<file path="src/rtl/muldiv_sequencer.sv">
// Iterative signed/unsigned multiply and divide engine with start/busy/done handshake.
// One shift-add or restoring-divide step per cycle, then a sign-fix cycle.
module muldiv_sequencer #(
   parameter int unsigned WIDTH = 32,
   parameter int unsigned CNT_W = 6
) (
   input  logic             clk,
   input  logic             reset_n,
   input  logic             start,
   input  logic [1:0]       op,
   input  logic [WIDTH-1:0] a,
   input  logic [WIDTH-1:0] b,
   output logic             busy,
   output logic             done,
   output logic [WIDTH-1:0] result,
   output logic             div_by_zero
);

   localparam logic [1:0] OP_MUL  = 2'd0;
   localparam logic [1:0] OP_DIV  = 2'd1;
   localparam logic [1:0] OP_REM  = 2'd2;
   localparam logic [1:0] OP_DIVU = 2'd3;
   localparam logic [CNT_W-1:0] LAST_CNT = CNT_W'(WIDTH - 1);

   typedef enum logic [1:0] {IDLE, RUN, FIX, DONE} state_t;

   state_t           state;
   logic [1:0]       op_q;
   logic [CNT_W-1:0] cnt;
   logic [WIDTH-1:0] acc;     // MUL accumulator / DIV partial remainder
   logic [WIDTH-1:0] ra;      // MUL shifted multiplicand / DIV dividend-then-quotient
   logic [WIDTH-1:0] rb;      // MUL shifted multiplier / DIV divisor magnitude
   logic             neg_res;
   logic             neg_rem;
   logic             bz;

   logic             signed_op;
   logic             sa;
   logic             sb;
   logic [WIDTH-1:0] mul_sum;
   logic [WIDTH:0]   sh_rem;
   logic [WIDTH:0]   trial;
   logic             borrow;
   logic [WIDTH-1:0] rem_next;
   logic [WIDTH-1:0] fix_val;

   function automatic logic [WIDTH-1:0] mag(input logic [WIDTH-1:0] x, input logic s);
      return s ? WIDTH'(0) - x : x;
   endfunction

   // Operand sign decode for the accept edge
   always_comb begin
      signed_op = (op != OP_DIVU);
      sa        = signed_op & a[WIDTH-1];
      sb        = signed_op & b[WIDTH-1];
   end

   // One iteration of shift-add and of restoring division
   always_comb begin
      mul_sum  = acc + (rb[0] ? ra : WIDTH'(0));
      sh_rem   = {acc, ra[WIDTH-1]};
      trial    = sh_rem - {1'b0, rb};
      borrow   = trial[WIDTH];
      rem_next = borrow ? sh_rem[WIDTH-1:0] : trial[WIDTH-1:0];
   end

   // Sign correction; a zero divisor leaves rem=|a|, so REM naturally returns a
   always_comb begin
      fix_val = acc;
      case (op_q)
         OP_MUL:          fix_val = neg_res ? WIDTH'(0) - acc : acc;
         OP_DIV, OP_DIVU: fix_val = bz ? '1 : (neg_res ? WIDTH'(0) - ra : ra);
         OP_REM:          fix_val = neg_rem ? WIDTH'(0) - acc : acc;
         default:         fix_val = acc;
      endcase
   end

   always_ff @(posedge clk or negedge reset_n) begin
      if (!reset_n) begin
         state       <= IDLE;
         busy        <= 1'b0;
         done        <= 1'b0;
         result      <= '0;
         div_by_zero <= 1'b0;
         op_q        <= OP_MUL;
         cnt         <= '0;
         acc         <= '0;
         ra          <= '0;
         rb          <= '0;
         neg_res     <= 1'b0;
         neg_rem     <= 1'b0;
         bz          <= 1'b0;
      end else begin
         case (state)
            IDLE, DONE: begin
               done <= 1'b0;
               if (start) begin
                  state   <= RUN;
                  busy    <= 1'b1;
                  op_q    <= op;
                  cnt     <= '0;
                  acc     <= '0;
                  ra      <= mag(a, sa);
                  rb      <= mag(b, sb);
                  neg_res <= sa ^ sb;
                  neg_rem <= sa;
                  bz      <= (op != OP_MUL) && (b == '0);
               end else begin
                  state <= IDLE;
               end
            end
            RUN: begin
               if (op_q == OP_MUL) begin
                  acc <= mul_sum;
                  ra  <= ra << 1;
                  rb  <= rb >> 1;
               end else begin
                  acc <= rem_next;
                  ra  <= {ra[WIDTH-2:0], ~borrow};
               end
               cnt <= cnt + CNT_W'(1);
               if (cnt == LAST_CNT) state <= FIX;
            end
            FIX: begin
               result      <= fix_val;
               div_by_zero <= bz;
               busy        <= 1'b0;
               done        <= 1'b1;
               state       <= DONE;
            end
            default: state <= IDLE;
         endcase
      end
   end

endmodule

</file>
<file path="config.mk">
export PLATFORM = sky130hd
export DESIGN_NAME = muldiv_sequencer
export DESIGN_NICKNAME = d
export VERILOG_FILES = /design/src/rtl/muldiv_sequencer.sv
export SDC_FILE = /design/constraint.sdc
export NUM_CORES = 1
export LEC_CHECK = 0
export ABC_AREA = 1
export CAP_MARGIN = 20
export CELL_PAD_IN_SITES_DETAIL_PLACEMENT = 1
export CELL_PAD_IN_SITES_GLOBAL_PLACEMENT = 2
export CORE_MARGIN = 5
export CORE_UTILIZATION = 30
export CTS_BUF_LIST = sky130_fd_sc_hd__clkbuf_8
export DETAILED_ROUTE_END_ITERATION = 12
export PLACE_DENSITY = 0.87
export SLEW_MARGIN = 25
export SYNTH_ARGS = -nofsm -noshare
export SYNTH_HDL_FRONTEND = slang
export SYNTH_SLANG_ARGS = --single-unit
</file>
<file path="constraint.sdc">
create_clock -name clk -period 2.74 [get_ports clk]
set_clock_uncertainty 0.05 [all_clocks]
set_input_delay 0.411 -clock clk [delete_from_list [all_inputs] [get_ports clk]]
set_output_delay 0.411 -clock clk [all_outputs]
set_load 0.05 [all_outputs]
</file>
==> reports/qor.txt, run 1 <==
Vias = 18.93k
Max H-tree Level = 4
Max clock buf depth = 2
Number of port buffers = 103
Post-synth EDFFs = 0
Die Ht = 239.6 um
Share of the synthesized area in the top cell type = 0.2278
Final HPWL DP = 59,070 um
Vias in the first global route = 19.44k
Starting Density = 0.3016
Final WL = 71,380 um
Finish-stage setup viols = 0
Fin. max-slew vios = 0
Clock slew at reported path FFs = 110 ps
Initial antenna violation count = 1
Reg2reg setup slack = 130 ps
Routability cong. = 0.9953
Post-synth top area cell = dfrtp_1
R2r startpoint = rb[29]
R2R depth = 15
Final period util = 0.9523
Critical Path End = acc[16]
Post-Syn Instances = 2,732
CTS tree = yes
Reg-to-Reg End = acc[16]
WL per Instance = 19.70 um
Post-synth top cells = nand2_1 (836), inv_1 (387), nor2_1 (309)
Worst Hold Class = input port to async pin
Clk Latency, worst-skew pair = 530 ps
Main area contributors after synthesis = dfrtp_1 (23%), nand2_1 (20%), inv_1 (9.2%)
Count leader, synth = nand2_1
Worst Path Class, Setup = register to register
Setup TNS = 0 ps
Slew headroom = 0.5100
Startpoint Class = register
Total grt overflow = 0
First-pass GRT wire length = 110,000 um
Worst path required time = 3100 ps
Met1 wire length = 32,520 um
DRC violations left = 0
Crit path from = rb[29]
Status = completed
Max Freq = 383.2 MHz
CTS Sinks = 144
Mapped Avg Cell Area = 5.789 um2
Ys flop type = dfrtp_1
Yosys reg bits = 144
Maximum vdd drop = 0.6431 mV
Final nets = 3,066
Critical Path End Type = register
Hold Fails Final Rpt = 0
Maxcap violations = 0
Fillers = 7,048
Initial DRC Count = 1,211
First drt pass iteration count = 5
Mapped Area = 15,820 um2
Asr flop ratio synth = 1.000
Yosys warns = 0
Leak Pwr = 9.873 nW
Antenna Nets Post-Route = 0
Final std cells w/o fill = 3,623
Arr. time, crit path = 2970 ps
CP max FO = 7
Num CTS Buffers = 17
Synthesis-to-layout area growth = 21.12%
Post-synth cell types = 55
Syn_nets = 2,875
Post-Place Cells = 3,585
Seq/Total Area, Yosys = 0.2278
WL met2 = 33,980 um
Row cnt = 84
Worst-margin pin slew = 735.0 ps
Layout cell share with drive strength beyond 1 = 0.1067
Largest net degree at the start of global routing = 66
RSZ-0062 raised after global routing = yes
Drt via density = 5.225
Die W = 239.6 um
Max layer used = met4
I/O pins = 104
PwrDens = 1334 nW/um2
Minimum clock period = 2609 ps
Met3 Wirelength = 2800 um
Die Area = 57,410 um2
Clk root buf = clkbuf_8
Total GRT Usage = 0.2426
Core area = 52,450 um2
-- layout by cell type (no fill, tap or decap), types with 8 or more instances in the layout --
| cell | count |
|---|---|
| a21oi_1 | 167 |
| a21oi_2 | 17 |
| buf_4 | 139 |
| clkbuf_8 | 17 |
| clkdlybuf4s50_1 | 102 |
| dfrtp_1 | 142 |
| ha_1 | 56 |
| ha_2 | 12 |
| inv_1 | 383 |
| inv_2 | 19 |
| nand2_1 | 825 |
| nand2_2 | 18 |
| nand3_1 | 203 |
| nand3b_1 | 13 |
| nand4_1 | 26 |
| nor2_1 | 297 |
| nor2_2 | 20 |
| nor3_1 | 43 |
| o211ai_1 | 29 |
| o21ai_0 | 186 |
| o21ai_1 | 24 |
| o221ai_1 | 16 |
| o31ai_1 | 8 |
| or2_2 | 22 |
| xnor2_1 | 9 |
| xor2_1 | 43 |
-- cell families (layout without fill, tap and decap cells) --
kind of cell,after synthesis,in the layout,synth area share
buffers and inverters,480,680,0.1171
AOI/OAI and AO/OA,491,491,0.1729
and+or+nand+nor,1490,1492,0.3932
muxes,1,1,0.0007119
xor gates and xnor gates,52,52,0.02880
DFF,144,144,0.2278
other,0,1,0
adders and majority gates,74,74,0.05949
-- worst max-delay path, stage by stage, from the launching register on --
cell and delay (ps):
dfrtp_1 380, inv_1 250, ha_2 400, nand2_1 110, a21oi_1 70, nor2_1 120, nand2_1 130, a21oi_4 200
nand2_4 70, nand2_4 130, nand2_8 100, buf_4 180, nand3_1 80, nand3_1 70, nand2_1 90, nand2_1 50
-- state kept, by name, summed over array words and instances, names as in the netlist --
register	cells
ra	32
acc	32
neg_rem	1
rb	32
op_q	2
cnt	6
state	2
neg_res	1
result	32
busy	1
done	1
bz	1
div_by_zero	1
-- worst min-delay path by stage --
stage	start	to	slack, ps	cells past startpoint
3_3_place_gp	reset_n	result[25]	360	1
3_5_place_dp	reset_n	result[25]	370	1
2_1_floorplan	reset_n	acc[0]	70	0
5_1_grt	reset_n	result[25]	400	2
6_report	reset_n	result[25]	370	2
4_1_cts	reset_n	result[25]	350	2
-- report_power, final --
| part | internal (mW) | switching, mW | total, mW |
|---|---|---|---|
| Clock | 0.803 | 0.953 | 1.76 |
| Combinational | 6.42 | 13.4 | 19.8 |
| Sequential | 3.08 | 0.911 | 3.99 |
-- through the flow --
stage | cell area, um2 | hold slack (ps) | setup WS (ps) | util | total power [mW]
6_report | 19160 | 372.5 | 130.6 | 0.3653 | 25.56
5_1_grt | 19160 | 401.4 | -31.41 | 0.3653 | 27.59
4_1_cts | 18860 | 352.9 | 33.63 | 0.3596 | 24.98
3_5_place_dp | 18460 | 366.8 | -171.4 | 0.3520 | 23.09
3_3_place_gp | 18460 | 362.7 | -93.55 | 0.3520 | 22.59
2_1_floorplan | 15820 | 65.41 | 165.5 | - | 16.04
-- layer usage --
metal	track usage	vias to the layer above
met5	0	-
met4	0.06882	0
met3	0.03109	98
met2	0.4108	423
met1	0.3256	9226
li1	-	9182
-- what timing repair did --
item                       4_1_cts  5_1_grt
cloned                           0        2
buffers inserted                 0        4
setup endpoints to repair       10       38
pin swaps                        0        5
hold buffers                     1        0
hold endpoints to repair        42        0
resized for setup                6       84
-- final cells by class --
| type | instances | area (um2) | share of cell area |
|---|---|---|---|
| antenna | 1 | 2.502 | 0.0001306 |
| clock buffer | 17 | 234.0 | 0.01221 |
| clock inverter | 13 | 143.9 | 0.007511 |
| inverter | 402 | 1514 | 0.07903 |
| multi-input combinational | 2110 | 10630 | 0.5548 |
| sequential | 144 | 3606 | 0.1882 |
| tap | 688 | 860.8 | 0.04494 |
| timing repair buffer | 248 | 2167 | 0.1131 |
No activity file was read; power rests on OpenSTA's default activity.
==> inputs of run 2 (changes only) <==
CTS_BUF_LIST = sky130_fd_sc_hd__clkbuf_2 sky130_fd_sc_hd__clkbuf_4 sky130_fd_sc_hd__clkbuf_8   (was sky130_fd_sc_hd__clkbuf_8)
CTS_CLUSTER_DIAMETER = 40   (was unset)
==> run 2 against run 1 <==
Register-to-register slack hardly changed. Sequential cell count did not move. Core utilization about the same. Critical path depth rose by 1.
==> reports/qor.txt, run 2 (synthesized netlist as in run 1, its figures left out) <==
Status = completed (unchanged)
RSZ-0062 raised after global routing = yes (unchanged)
Worst path required time = 3100 ps (about the same)
Hold Fails Final Rpt = 0 (unchanged)
Most used cell, CP = nand2_1 (unchanged)
Setup WS pre-CTS = -171.4 ps (unchanged)
Total GRT Usage = 0.2425 (was 0.2426)
I/O pins = 104 (unchanged)
Post-Place Cells = 3,585 (unchanged)
Arr. time, crit path = 2970 ps (about the same)
Slew headroom = 0.5112 (was 0.5100)
Commonest cells after routing, fill and taps aside = nand2_1 (825), inv_1 (380), nor2_1 (297), nand3_1 (203), o21ai_0 (187) (was nand2_1 (825), inv_1 (383), nor2_1 (297), nand3_1 (203), o21ai_0 (186))
Drt via density = 5.231 (was 5.225)
Final std cells w/o fill = 3,623 (unchanged)
Leak Pwr = 9.875 nW (was 9.873 nW)
Critical Path End Type = register (unchanged)
DRC violations left = 0 (unchanged)
Vias = 18.95k (was 18.93k)
First drt pass iteration count = 5 (unchanged)
Maxcap violations = 0 (unchanged)
Synthesis-to-layout area growth = 21.10% (was 21.12%)
Starting Density = 0.3016 (unchanged)
Worst path max stage delay = 490 ps (was 400 ps)
Reg2reg setup slack = 130 ps (about the same)
Max clock buf depth = 2 (unchanged)
Routability cong. = 0.9953 (unchanged)
Worst Hold Class = input port to async pin (unchanged)
CTS Sinks = 144 (unchanged)
Initial antenna violation count = 1 (unchanged)
Startpoint Class = register (unchanged)
Final HPWL DP = 59,070 um (unchanged)
Fin. max-slew vios = 0 (unchanged)
Die Area = 57,410 um2 (unchanged)
Max H-tree Level = 4 (unchanged)
Final setup margin = 131.5 ps (was 130.6 ps)
Total power = 25.57 mW (was 25.56 mW)
Die Ht = 239.6 um (unchanged)
Commonest non-fill, non-tap cell in the layout = nand2_1 (unchanged)
Largest net degree at the start of global routing = 66 (unchanged)
Row cnt = 84 (unchanged)
Fillers = 7,046 (was 7,048)
Finish-stage setup viols = 0 (unchanged)
Final WL = 71,280 um (was 71,380 um)
Clk root buf = clkbuf_8 (unchanged)
Initial DRC Count = 1,183 (was 1,211)
Setup TNS = 0 ps (unchanged)
WL per Instance = 19.67 um (was 19.70 um)
CTS tree = yes (unchanged)
Antenna Nets Post-Route = 0 (unchanged)
Delay-heaviest family, CP = simple AND/OR/NAND/NOR gates (unchanged)
Clk Latency, worst-skew pair = 530 ps (about the same)
Vias in the first global route = 19.41k (was 19.44k)
Max Freq = 383.4 MHz (was 383.2 MHz)
Die W = 239.6 um (unchanged)
Crit-path cells = ha_1 > nand2_1 > nor2_1 > nand2_1 > nand3b_1 > nand2_1 > nand2_1 > nand2_1 > nand2_1 > nand2_1 > nand2_1 > nand2_1 > nand2_1 > nand2_1 > nand3_1 > nand2_1 (was inv_1 > ha_2 > nand2_1 > a21oi_1 > nor2_1 > nand2_1 > a21oi_4 > nand2_4 > nand2_4 > nand2_8 > buf_4 > nand3_1 > nand3_1 > nand2_1 > nand2_1)
Num CTS Buffers = 17 (unchanged)
Final period util = 0.9520 (was 0.9523)
Fin util = 0.3652 (was 0.3653)
Final nets = 3,066 (unchanged)
Total grt overflow = 0 (unchanged)
PwrDens = 1335 nW/um2 (was 1334 nW/um2)
WP buf/inv = 0 (was 2)
Core area = 52,450 um2 (unchanged)
Layout cell share with drive strength beyond 1 = 0.1074 (was 0.1067)
Slowest-stage cell, CP = dfrtp_1 (was ha_2)
Minimum clock period = 2608 ps (was 2609 ps)
Worst-margin pin slew = 733.2 ps (was 735.0 ps)
First-pass GRT wire length = 109,900 um (was 110,000 um)
CP max FO = 6 (was 7)
Number of port buffers = 103 (unchanged)
Maximum vdd drop = 0.6442 mV (was 0.6431 mV)
Clock slew at reported path FFs = 110 ps (about the same)
Worst Path Class, Setup = register to register (unchanged)
-- run 2: worst paths after layout --
path,start,to,cells after the start
max in group asynchronous,reset_n,ra[16],3
min in group clk,cnt[5],cnt[5],1
max,acc[2],acc[29],16
min reg2reg,cnt[5],cnt[5],1
min,reset_n,result[25],2
max reg2reg,acc[2],acc[29],16
-- run 2: worst register-to-register path, delay by kind of cell (launching register included) --
kind	cells	cell delay, ps
adder cells (fa/ha/maj)	1	410
AND/OR/NAND/NOR	15	1540
flip-flops	1	490
-- run 2: per-stage QoR --
step           area (um2)  hold slack (ps)
2_1_floorplan       15820            65.41
3_3_place_gp        18460            362.7
3_5_place_dp        18460            366.8
4_1_cts             18860            352.9
5_1_grt             19150            401.3
6_report            19150            373.7
-- run 2: layout make-up --
class | count | area, um2 | share of cell area
Antenna cell | 1 | 2.502 | 0.0001307
Clock buffer | 19 | 249.0 | 0.01300
Clock inverter | 11 | 136.4 | 0.007120
Inverter | 402 | 1514 | 0.07904
Multi-Input combinational cell | 2110 | 10610 | 0.5541
Sequential cell | 144 | 3606 | 0.1883
Tap cell | 688 | 860.8 | 0.04494
Timing Repair Buffer | 248 | 2172 | 0.1134
-- run 2: report_power, final --
group	switching [mW]	internal (mW)	total [mW]
logic	13.4	6.41	19.8
clock network	0.957	0.830	1.79
registers	0.909	3.08	3.99
total	15.2	10.3	25.6
-- run 2: what timing repair did --
| action | CTS | global route |
|---|---|---|
| hold buffers | 1 | 0 |
| endpoints found under the hold margin | 42 | 0 |
| resized for setup | 5 | 86 |
| cloned | 0 | 2 |
| setup buffers | 0 | 4 |
| setup endpoints to repair | 9 | 38 |
| pin swaps | 0 | 4 |
-- run 2: routing by layer --
metal	wire length, um	share of wire	track usage	vias to the layer above
li1	-	-	-	9182
met1	32370	0.45	0.3257	9249
met2	34030	0.48	0.4105	427
met3	2898	0.041	0.03109	93
met4	1977	0.028	0.06830	0
met5	0	0	0	-
